**config.mk**
```make
export PLATFORM = sky130hd
export DESIGN_NAME = serial_accumulator
export DESIGN_NICKNAME = d
export VERILOG_FILES = /design/src/rtl/acc_pkg.sv /design/src/rtl/rca.sv /design/src/rtl/serial_accumulator.sv
export SDC_FILE = /design/constraint.sdc
export NUM_CORES = 1
export LEC_CHECK = 0
export CORE_MARGIN = 3
export CORE_UTILIZATION = 57
export CTS_BUF_LIST = sky130_fd_sc_hd__clkbuf_16
export CTS_CLUSTER_DIAMETER = 30
export DETAILED_ROUTE_END_ITERATION = 16
export DONT_BUFFER_PORTS = 1
export PLACE_DENSITY_LB_ADDON = 0.05
export SLEW_MARGIN = 20
export SYNTH_ARGS = -nofsm -noshare
export SYNTH_HDL_FRONTEND = slang
export SYNTH_HIERARCHICAL = 1
export SYNTH_SLANG_ARGS = --single-unit
export TNS_END_PERCENT = 30
```
**constraint.sdc**
```tcl
create_clock -name clk -period 2.57 [get_ports clk]
set_input_delay 0.514 -clock clk [delete_from_list [all_inputs] [get_ports clk]]
set_output_delay 0.514 -clock clk [all_outputs]
set_load 0.005 [all_outputs]
```
**src/rtl/acc_pkg.sv**
```systemverilog
// Shared types and constants for the serial accumulator.
package acc_pkg;

  localparam int DATA_W          = 4;
  localparam int MAX_OPS_DEFAULT = 8;

  typedef enum logic [1:0] {
    IDLE  = 2'd0,
    ACCUM = 2'd1,
    DONE  = 2'd2
  } state_t;

endpackage

```
**src/rtl/rca.sv**
```systemverilog
// Ripple-carry adder: s = A + B + cin, carry-out on cout.
module rca #(
  parameter int W = 4
) (
  input  logic [W-1:0] A,
  input  logic [W-1:0] B,
  input  logic         cin,
  output logic [W-1:0] s,
  output logic         cout
);

  logic [W:0] c;

  assign c[0] = cin;

  // One full-adder cell per bit, carry rippling upward
  for (genvar i = 0; i < W; i++) begin : g_fa
    assign s[i]   = A[i] ^ B[i] ^ c[i];
    assign c[i+1] = (A[i] & B[i]) | (c[i] & (A[i] ^ B[i]));
  end

  assign cout = c[W];

endmodule

```
**src/rtl/serial_accumulator.sv**
```systemverilog
// Serial signed accumulator: adds/subtracts a stream of 4-bit operands,
// presents the wrapped sum with a sticky overflow flag and operand count.
//
// state | meaning
// ------+---------------------------------------------------------
// IDLE  | waiting for start; last result held on sum/ovf/op_count
// ACCUM | accepting operand beats (in_ready=1)
// DONE  | result presented (out_valid=1) until out_ready
module serial_accumulator
  import acc_pkg::*;
#(
  parameter int MAX_OPS = MAX_OPS_DEFAULT
) (
  input  logic              clk,
  input  logic              rst_n,
  input  logic              start,
  input  logic              in_valid,
  output logic              in_ready,
  input  logic [DATA_W-1:0] in_data,
  input  logic              in_sub,
  input  logic              in_last,
  output logic              out_valid,
  input  logic              out_ready,
  output logic [DATA_W-1:0] sum,
  output logic              ovf,
  output logic [3:0]        op_count
);

  localparam logic [3:0] MAX_CNT = 4'(MAX_OPS);

  state_t            state;
  logic [DATA_W-1:0] acc;
  logic [DATA_W-1:0] b_eff;
  logic [DATA_W-1:0] s_add;
  logic              cout_unused;
  logic              beat;
  logic              ovf_beat;
  logic [3:0]        cnt_next;
  logic              final_beat;

  // Subtraction is A + ~B + 1, so the inverted operand and the carry-in
  // both come from in_sub.
  assign b_eff = in_sub ? ~in_data : in_data;

  rca #(.W(DATA_W)) u_rca (
    .A    (acc),
    .B    (b_eff),
    .cin  (in_sub),
    .s    (s_add),
    .cout (cout_unused)
  );

  // Per-beat qualifiers: acceptance, signed overflow, saturating count
  always_comb begin
    beat       = in_valid && in_ready;
    ovf_beat   = (acc[DATA_W-1] == b_eff[DATA_W-1]) && (s_add[DATA_W-1] != acc[DATA_W-1]);
    cnt_next   = (op_count == MAX_CNT) ? op_count : op_count + 4'd1;
    final_beat = in_last || (cnt_next == MAX_CNT);
  end

  // FSM with registered handshake outputs and accumulator datapath
  always_ff @(posedge clk or negedge rst_n) begin
    if (!rst_n) begin
      state     <= IDLE;
      acc       <= '0;
      ovf       <= 1'b0;
      op_count  <= '0;
      in_ready  <= 1'b0;
      out_valid <= 1'b0;
    end else begin
      case (state)
        IDLE: begin
          if (start) begin
            acc      <= '0;
            ovf      <= 1'b0;
            op_count <= '0;
            in_ready <= 1'b1;
            state    <= ACCUM;
          end
        end
        ACCUM: begin
          if (beat) begin
            acc      <= s_add;
            ovf      <= ovf | ovf_beat;
            op_count <= cnt_next;
            if (final_beat) begin
              in_ready  <= 1'b0;
              out_valid <= 1'b1;
              state     <= DONE;
            end
          end
        end
        DONE: begin
          if (out_ready) begin
            out_valid <= 1'b0;
            state     <= IDLE;
          end
        end
        default: begin
          in_ready  <= 1'b0;
          out_valid <= 1'b0;
          state     <= IDLE;
        end
      endcase
    end
  end

  // Result comes straight from the register, never from the adder
  assign sum = acc;

endmodule

```
Word level (Yosys, flattened, before mapping)
Cells that the tools add are included.

Word-level logic and storage cells: 70. Memory bits (writable): 0. Bits in registers: 13. Memories: 0. Latch bits: 0. Input bits: 11. Output and inout bits: 11. Memory bits (read-only): 0.

Reduce and logical (&&, ||, !) cells: 9. Equality and inequality tests: 10. Bitwise logic cells: 21. $mul: 0. Add/sub/neg operators: 1. Div/mod/pow operators: 0. Muxes and demuxes: 23. Order comparisons: 0. Shift-type cells: 0.

Operators by type and width (number): 4-bit two-way mux (5); 4-bit one-hot mux with 2 select lines (2); 4-bit AND reduction (3); 4-bit == test, second input constant (2); 1-bit two-way mux (8); 2-bit two-way mux (4); 2-bit != test, second input constant (4); 1-bit XOR (8); 1-bit AND (6); 1-bit one-hot mux with 3 select lines (2); 2-bit one-hot mux with 3 select lines (1); 4-bit by 1-bit adder with 4-bit output, second input constant (1); 4-bit inverter (1); 1-bit bitwise OR (4); 3-bit AND reduction (1); 2-bit by 1-bit == test with 1-bit output, second input constant (1); 2-bit == test, second input constant (1); 1-bit logical AND (2); 2-bit zero test (1); 1-bit inverter (2); 1-bit one-hot mux with 2 select lines (1); 2-bit nonzero test (1); 1-bit == test (1); 1-bit logical OR (1); 1-bit != test (1).

Logic depth before layout (Yosys ltp)
Gate-level depths: netlist of run 1.

Word-level depth: 15. Mapped depth: 12. Mapped depth without buffers: 12.

By module
Netlist of run 1, hierarchy kept.

Modules (own cells, without submodules): serial_accumulator (sequential area each 325.3 µm², instances 1, cells each 78, area each 813.3 µm²); rca (sequential area each 0.0 µm², instances 1, cells each 14, area each 117.6 µm²).

Least setup slack after synthesis of run 1
No wires, ideal clock.

Path type: input -> register. Start point: in in_sub. End point: reg ovf. Buffers on the path: 0. Arrival time: 2.456 ns. Required time: 2.439 ns. Stages on the path: 12. Library setup time: 0.131 ns. Setup slack: -0.017 ns. Cells stage by stage: xor2_1 -> fa_1 -> inv_1 -> fa_1 -> inv_1 -> fa_1 -> inv_1 -> fa_1 -> inv_1 -> nand2b_1 -> mux2i_1 -> o2bb2ai_1.

Word-level cells in the longest chain between the ends: 14. Elaborated cells on any way between the ends: 21. Classes of those cells: eq/ne: 2; mux: 3; bitwise: 15; reduce/logical: 1.

RTL lines: from (decl) (RTL line serial_accumulator.sv:20) `input logic in_sub,`; 4-bit two-way mux (RTL line serial_accumulator.sv:43) `assign b_eff = in_sub ? ~in_data : in_data;`; 1-bit XOR (RTL line rca.sv:19) `assign c[i+1] = (A[i] & B[i]) | (c[i] & (A[i] ^ B[i]));`; 1-bit AND (RTL line rca.sv:19); 1-bit bitwise OR (RTL line rca.sv:19); 1-bit AND (RTL line rca.sv:19); 1-bit bitwise OR (RTL line rca.sv:19); 1-bit AND (RTL line rca.sv:19); 1-bit bitwise OR (RTL line rca.sv:19); 1-bit XOR * (RTL line rca.sv:18) `assign s[i] = A[i] ^ B[i] ^ c[i];`; via s_add[3] (RTL line serial_accumulator.sv:34) `logic [DATA_W-1:0] s_add;`; 1-bit != test * (RTL line serial_accumulator.sv:56) `ovf_beat = (acc[DATA_W-1] == b_eff[DATA_W-1]) && (s_add[DATA_W-1] != acc[DATA_W-1]);`; 1-bit logical AND * (RTL line serial_accumulator.sv:56); 1-bit bitwise OR * (RTL line serial_accumulator.sv:84) `ovf <= ovf | ovf_beat;`; 1-bit two-way mux * (RTL line serial_accumulator.sv:82) `if (beat) begin`; 1-bit one-hot mux with 2 select lines * (RTL line serial_accumulator.sv:71) `case (state)`; to (signal assigned) (RTL line serial_accumulator.sv:84); to (decl) (RTL line serial_accumulator.sv:25) `output logic ovf,`.

Mark *: on every way through the listed nets, which the timed path passes. The rest lies on a longest branch. The select of a mux whose other input is x is not followed. A chain may end at the register's enable or synchronous reset.

Worst setup path after layout of run 1
Start point: reg acc[0] (netlist: sum[0]). End point: reg ovf.

Word-level cells in the longest chain between the ends: 13. Elaborated cells on any way between the ends: 14. Classes of those cells: eq/ne: 1; mux: 2; bitwise: 10; reduce/logical: 1.

RTL lines: from (decl) (RTL line serial_accumulator.sv:32) `logic [DATA_W-1:0] acc;`; from (signal assigned) (RTL line serial_accumulator.sv:65) `acc <= '0;`; from (signal assigned) (RTL line serial_accumulator.sv:74) `acc <= '0;`; from (signal assigned) (RTL line serial_accumulator.sv:83) `acc <= s_add;`; 1-bit XOR (RTL line rca.sv:19); 1-bit AND (RTL line rca.sv:19); 1-bit bitwise OR * (RTL line rca.sv:19); 1-bit AND * (RTL line rca.sv:19); 1-bit bitwise OR * (RTL line rca.sv:19); 1-bit AND * (RTL line rca.sv:19); 1-bit bitwise OR * (RTL line rca.sv:19); 1-bit XOR * (RTL line rca.sv:18); via s_add[3] (RTL line serial_accumulator.sv:34); 1-bit != test * (RTL line serial_accumulator.sv:56); 1-bit logical AND * (RTL line serial_accumulator.sv:56); 1-bit bitwise OR * (RTL line serial_accumulator.sv:84); 1-bit two-way mux * (RTL line serial_accumulator.sv:82); 1-bit one-hot mux with 2 select lines * (RTL line serial_accumulator.sv:71).

Marks and branches as above.

==> impl_metrics.tcl, run 1 <==
set metrics [dict create \
    core_area_sq_um 1420 \
    wl_per_cell_um 16.2 \
    finalHoldViolCount 0 \
    clk_pin_slew_worst_paths_ns 0.05 \
    hp-class "in -> reg" \
    crit_path_max_fanout 3 \
    start_util_pct 65.5 \
    route.detailed.drc 0 \
    synth_area_sq_um 927 \
    grt_max_degree 15 \
    finalCriticalPeriod_ns 2.39 \
    worstPathArrival_ns 2.51 \
    totalPowerFinal_mw 1.26 \
    ir_worst_vdd_v 0.000672 \
    vias 676 \
    gp_congestion 0.787 \
    final_cell_mix "inv_1, dfrtp_1, a22o_1, xor2_1" \
    hold_depth 2 \
    ant_nets 0 \
    crit_path_start_kind "register" \
    design.die.area_sq_um 2150 \
    syn_avg_cell_area_sq_um 10.2 \
    cts_setup_buffers 0 \
    max_cap_violations 0 \
    worstMarginPinSlew_ns 0.589 \
    status "finished, final reports clean" \
    crit_required_ns 2.68 \
    rr_startpoint "sum[0]" \
    r2r_cells 11 \
    clk_latency_ns 0.24 \
    via_per_inst 6.20 \
    hp-start "in_last" \
    setup_viol 0 \
    root_buffer "clkbuf_16" \
    grt_pass1_wl_um 3010 \
    grt-ovfl-total 0 \
    slew_headroom_pct 60.6 \
    hold_end "state[0]" \
    synth_nets 108 \
    final_nets 112 \
    drt_iter0_drc 12 \
    dpl.hpwl_um 1290 \
    skew_ns 0.00245 \
    drive_gt1_share_pct 17.0 \
    dp_cells 104 \
    cts_tree "built" \
    critPathCaptureType "register" \
    areaGrowthSynthToFinish_pct 11.7 \
    cts-htree-levels 1 \
    io_pins 22 \
    dieWidth_um 46.3 \
    grt_use_total_pct 20.1 \
    synthCells 91 \
    numCtsBuffers 3 \
    die_h_um 46.3 \
    antenna_cells 0 \
    fp-row-count 13 \
    rsz0062_at_grt "false" \
    clock-sinks 13 \
    antenna_found_initial 0 \
    power.density_nw_per_um2 1210 \
    grt_pass1_vias 702 \
    reg2reg_to "ovf" \
    finalSetupTns_ns 0 \
    fin_cells 109 \
    power_leakage_nw 0.471 \
    fmax_mhz 418 \
    reg2reg_slack_ns 0.18 \
    cts_max_path_buffers 2 \
    crit_path_start "sum[0]" \
    slew_violations 0 \
    dr.pass1.iters 5 \
    io_buffers 0 \
    yosys_warnings 6 \
    final_common_cell "inv_1" \
    wl_um 1770 \
    crit_type "reg -> reg" \
    finalCritPeriodShare_pct 93.2 \
]
[power by group]
group          switching, mW  total (mW)  internal, mW
sequential             0.141       0.436         0.296
clock                 0.0845       0.290         0.205
combinational          0.254       0.532         0.277
total                  0.479        1.26         0.778
[worst max-delay path, cell delays in order (launching register included)]
cell,delay (ns)
dfrtp_1,0.42
fa_2,0.38
inv_1,0.07
fa_1,0.16
inv_1,0.05
fa_2,0.33
inv_2,0.06
fa_1,0.42
inv_2,0.08
nand2b_1,0.09
mux2i_1,0.06
o2bb2ai_1,0.12
[what timing repair did]
item / CTS / global route
hold endpoints to repair: 13 / 0
hold buffers: 1 / 0
endpoints found under the setup margin: 0 / 1
resized for setup: 0 / 4
[through the flow]
| stage | setup WS, ns | hold slack, ns | area, sq um | utilization, % |
|---|---|---|---|---|
| global route | 0.0153 | 0.475 | 1040 | 73.2 |
| global placement | -0.0696 | 0.219 | 937 | 66.2 |
| finish | 0.176 | 0.450 | 1040 | 73.2 |
| floorplan | 0.0211 | 0.218 | 930 | - |
| detailed placement | -0.104 | 0.219 | 937 | 66.2 |
| CTS | 0.106 | 0.445 | 1030 | 72.5 |
[metal layers]
layer	routed length (um)	vias to the layer above	track usage, %	part of all wire (%)
met5	0	-	0	0
met4	38	0	10.2	2.2
met3	102	5	5.08	5.8
met2	804	19	31.6	46
met1	820	330	25.4	46
li1	-	322	-	-
[sequential cells by signal (all words and copies together) (netlist names)]
register and count:
in_ready 1, sum 4, out_valid 1, op_count 4
state 2, ovf 1
[worst max path at each step]
stage                to  cells after the start
CTS                 ovf                     11
detailed placement  ovf                     12
finish              ovf                     11
global route        ovf                     11
global placement    ovf                     12
floorplan           ovf                     12
[layout make-up]
cell class / count / area (sq um)
Tap cell: 15 / 18.8
Timing Repair Buffer: 3 / 25.0
Sequential cell: 13 / 325
Clock buffer: 3 / 75.1
Multi-Input combinational cell: 59 / 532
Clock inverter: 1 / 3.75
Inverter: 15 / 56.3
Fill cell: 104 / 379
Power figures use the tool's default switching activity.
==> run 2, diff against run 1 <==
- SLEW_MARGIN: 20 -> unset
==> results of run 2 <==
Final layout, timing and power as in run 1 (identical DEF).
==> run 3, diff against run 2 <==
- CTS_CLUSTER_SIZE: unset -> 20
- clock period: 2.57 -> 2.4 ns (I/O delays scaled with it)
==> run 3 against run 2 <==
Effect of this change:
- sequential power increased by 6.7%
- total power increased by 6.5%
- highest routed layer is now met3
- worst hold slack got worse by 0.032 ns
- clock power increased by 7.9%
- maximum frequency increased by 2.5%
- global-route usage decreased by 0.29 points
==> impl_metrics.tcl, run 3 (synthesis gave the netlist of run 1 again) <==
set metrics [dict create \
    numCtsBuffers 3 \
    cts_max_path_buffers 2 \
    start_util_pct 65.5 \
    worstMarginPinSlew_ns 0.594 \
    skew_ns 0.00254 \
    clock-sinks 13 \
    final_nets 112 \
    reg2reg_slack_ns 0.06 \
    dpl.hpwl_um 1300 \
    final_cell_mix "dfrtp_1, inv_1, a22o_1, xor2_1" \
    die_h_um 46.3 \
    via_per_inst 6.20 \
    max_cap_violations 0 \
    slew_violations 0 \
    drt_iter0_drc 5 \
    fmax_mhz 428 \
    grt_pass1_wl_um 3050 \
    grt_use_total_pct 19.8 \
    rsz0062_at_grt "true" \
    io_buffers 0 \
    cts_tree "built" \
    wl_um 1730 \
    worstPathArrival_ns 2.45 \
    io_pins 22 \
    route.detailed.drc 0 \
    antenna_found_initial 0 \
    power.density_nw_per_um2 1300 \
    setup_viol 0 \
    clk_latency_ns 0.24 \
    gp_congestion 0.811 \
    ir_worst_vdd_v 0.000801 \
    antenna_cells 0 \
    clk_pin_slew_worst_paths_ns 0.05 \
    hp-class "in -> reg" \
    cts_setup_buffers 0 \
    areaGrowthSynthToFinish_pct 11.3 \
    finalCritPeriodShare_pct 97.4 \
    grt-ovfl-total 0 \
    grt_max_degree 14 \
    status "finished, final reports clean" \
    wl_per_cell_um 15.9 \
    vias 676 \
    design.die.area_sq_um 2150 \
    critPathCaptureType "register" \
    cts-htree-levels 1 \
    dr.pass1.iters 4 \
    crit_path_start_kind "register" \
    crit_type "reg -> reg" \
    fp-row-count 13 \
    final_common_cell "dfrtp_1" \
    finalHoldViolCount 0 \
    utilization_pct 72.9 \
    power_leakage_nw 0.467 \
    finalSetupTns_ns 0 \
    crit_required_ns 2.51 \
    dieWidth_um 46.3 \
    core_area_sq_um 1420 \
    root_buffer "clkbuf_16" \
    holdWs_ns 0.418 \
    grt_pass1_vias 708 \
    slew_headroom_pct 60.3 \
    drive_gt1_share_pct 19.1 \
    finalCriticalPeriod_ns 2.34 \
    ant_nets 0 \
    crit_path_max_fanout 3 \
]
run 3: cell types whose count changed in the layout (fill, tap and decap cells not counted), sizes merged:
cell    delta
clkinv     +1
inv        -1
run 3: path summary, 6_finish.rpt:
| path | cells past startpoint | from | end |
|---|---|---|---|
| max | 11 | sum[0] | ovf |
| min | 2 | in_last | state[0] |
| max reg2reg | 11 | sum[0] | ovf |
| min reg2reg | 1 | sum[1] | sum[1] |
| max in group asynchronous | 1 | rst_n | op_count[2] |
| min in group asynchronous | 1 | rst_n | sum[0] |
run 3: layout make-up:
class	count	area [sq um]
clock buffers	3	75.1
inverters	15	56.3
multi-input cells	59	527
well taps	15	18.8
repair buffers	3	25.0
clock inverters	1	5.00
flip-flops and latches	13	325
fillers	111	383
run 3: layer usage:
layer	vias to the layer above	part of all wire, %	track usage [%]
met2	19	49	32.4
met1	329	45	25.9
met3	0	6.3	5.08
met5	-	0	0
met4	0	0	5.11
li1	328	-	-
run 3: through the flow:
step / worst slack (ns) / cells / area (sq um) / power, mW
floorplan: -0.0804 / 91 / 935 / 0.905
global placement: -0.129 / 104 / 942 / 0.993
detailed placement: -0.185 / 104 / 942 / 1.01
CTS: 0.0289 / 109 / 1030 / 1.36
global route: -0.0392 / 109 / 1030 / 1.46
finish: 0.0632 / 109 / 1030 / 1.34
run 3: worst max-delay path, cell delays in order (launching register included):
cell and delay [ns]:
dfrtp_1 0.40, fa_2 0.37, inv_2 0.06, fa_2 0.17, inv_1 0.04, fa_2 0.33
inv_2 0.06, fa_1 0.42, inv_2 0.08, nand2b_1 0.09, mux2i_1 0.06, o2bb2ai_1 0.12
run 3: where the power goes:
group / leakage [nW] / internal (mW) / switching [mW]
logic: 0.264 / 0.292 / 0.270
registers: 0.162 / 0.317 / 0.148
clock network: 0.0409 / 0.221 / 0.0913
run 3: timing repair:
| item | CTS | global route |
|---|---|---|
| pin swaps | 1 | 1 |
| hold buffers | 1 | 0 |
| endpoints found under the setup margin | 1 | 1 |
| endpoints found under the hold margin | 13 | 0 |
| gates resized for setup | 1 | 0 |
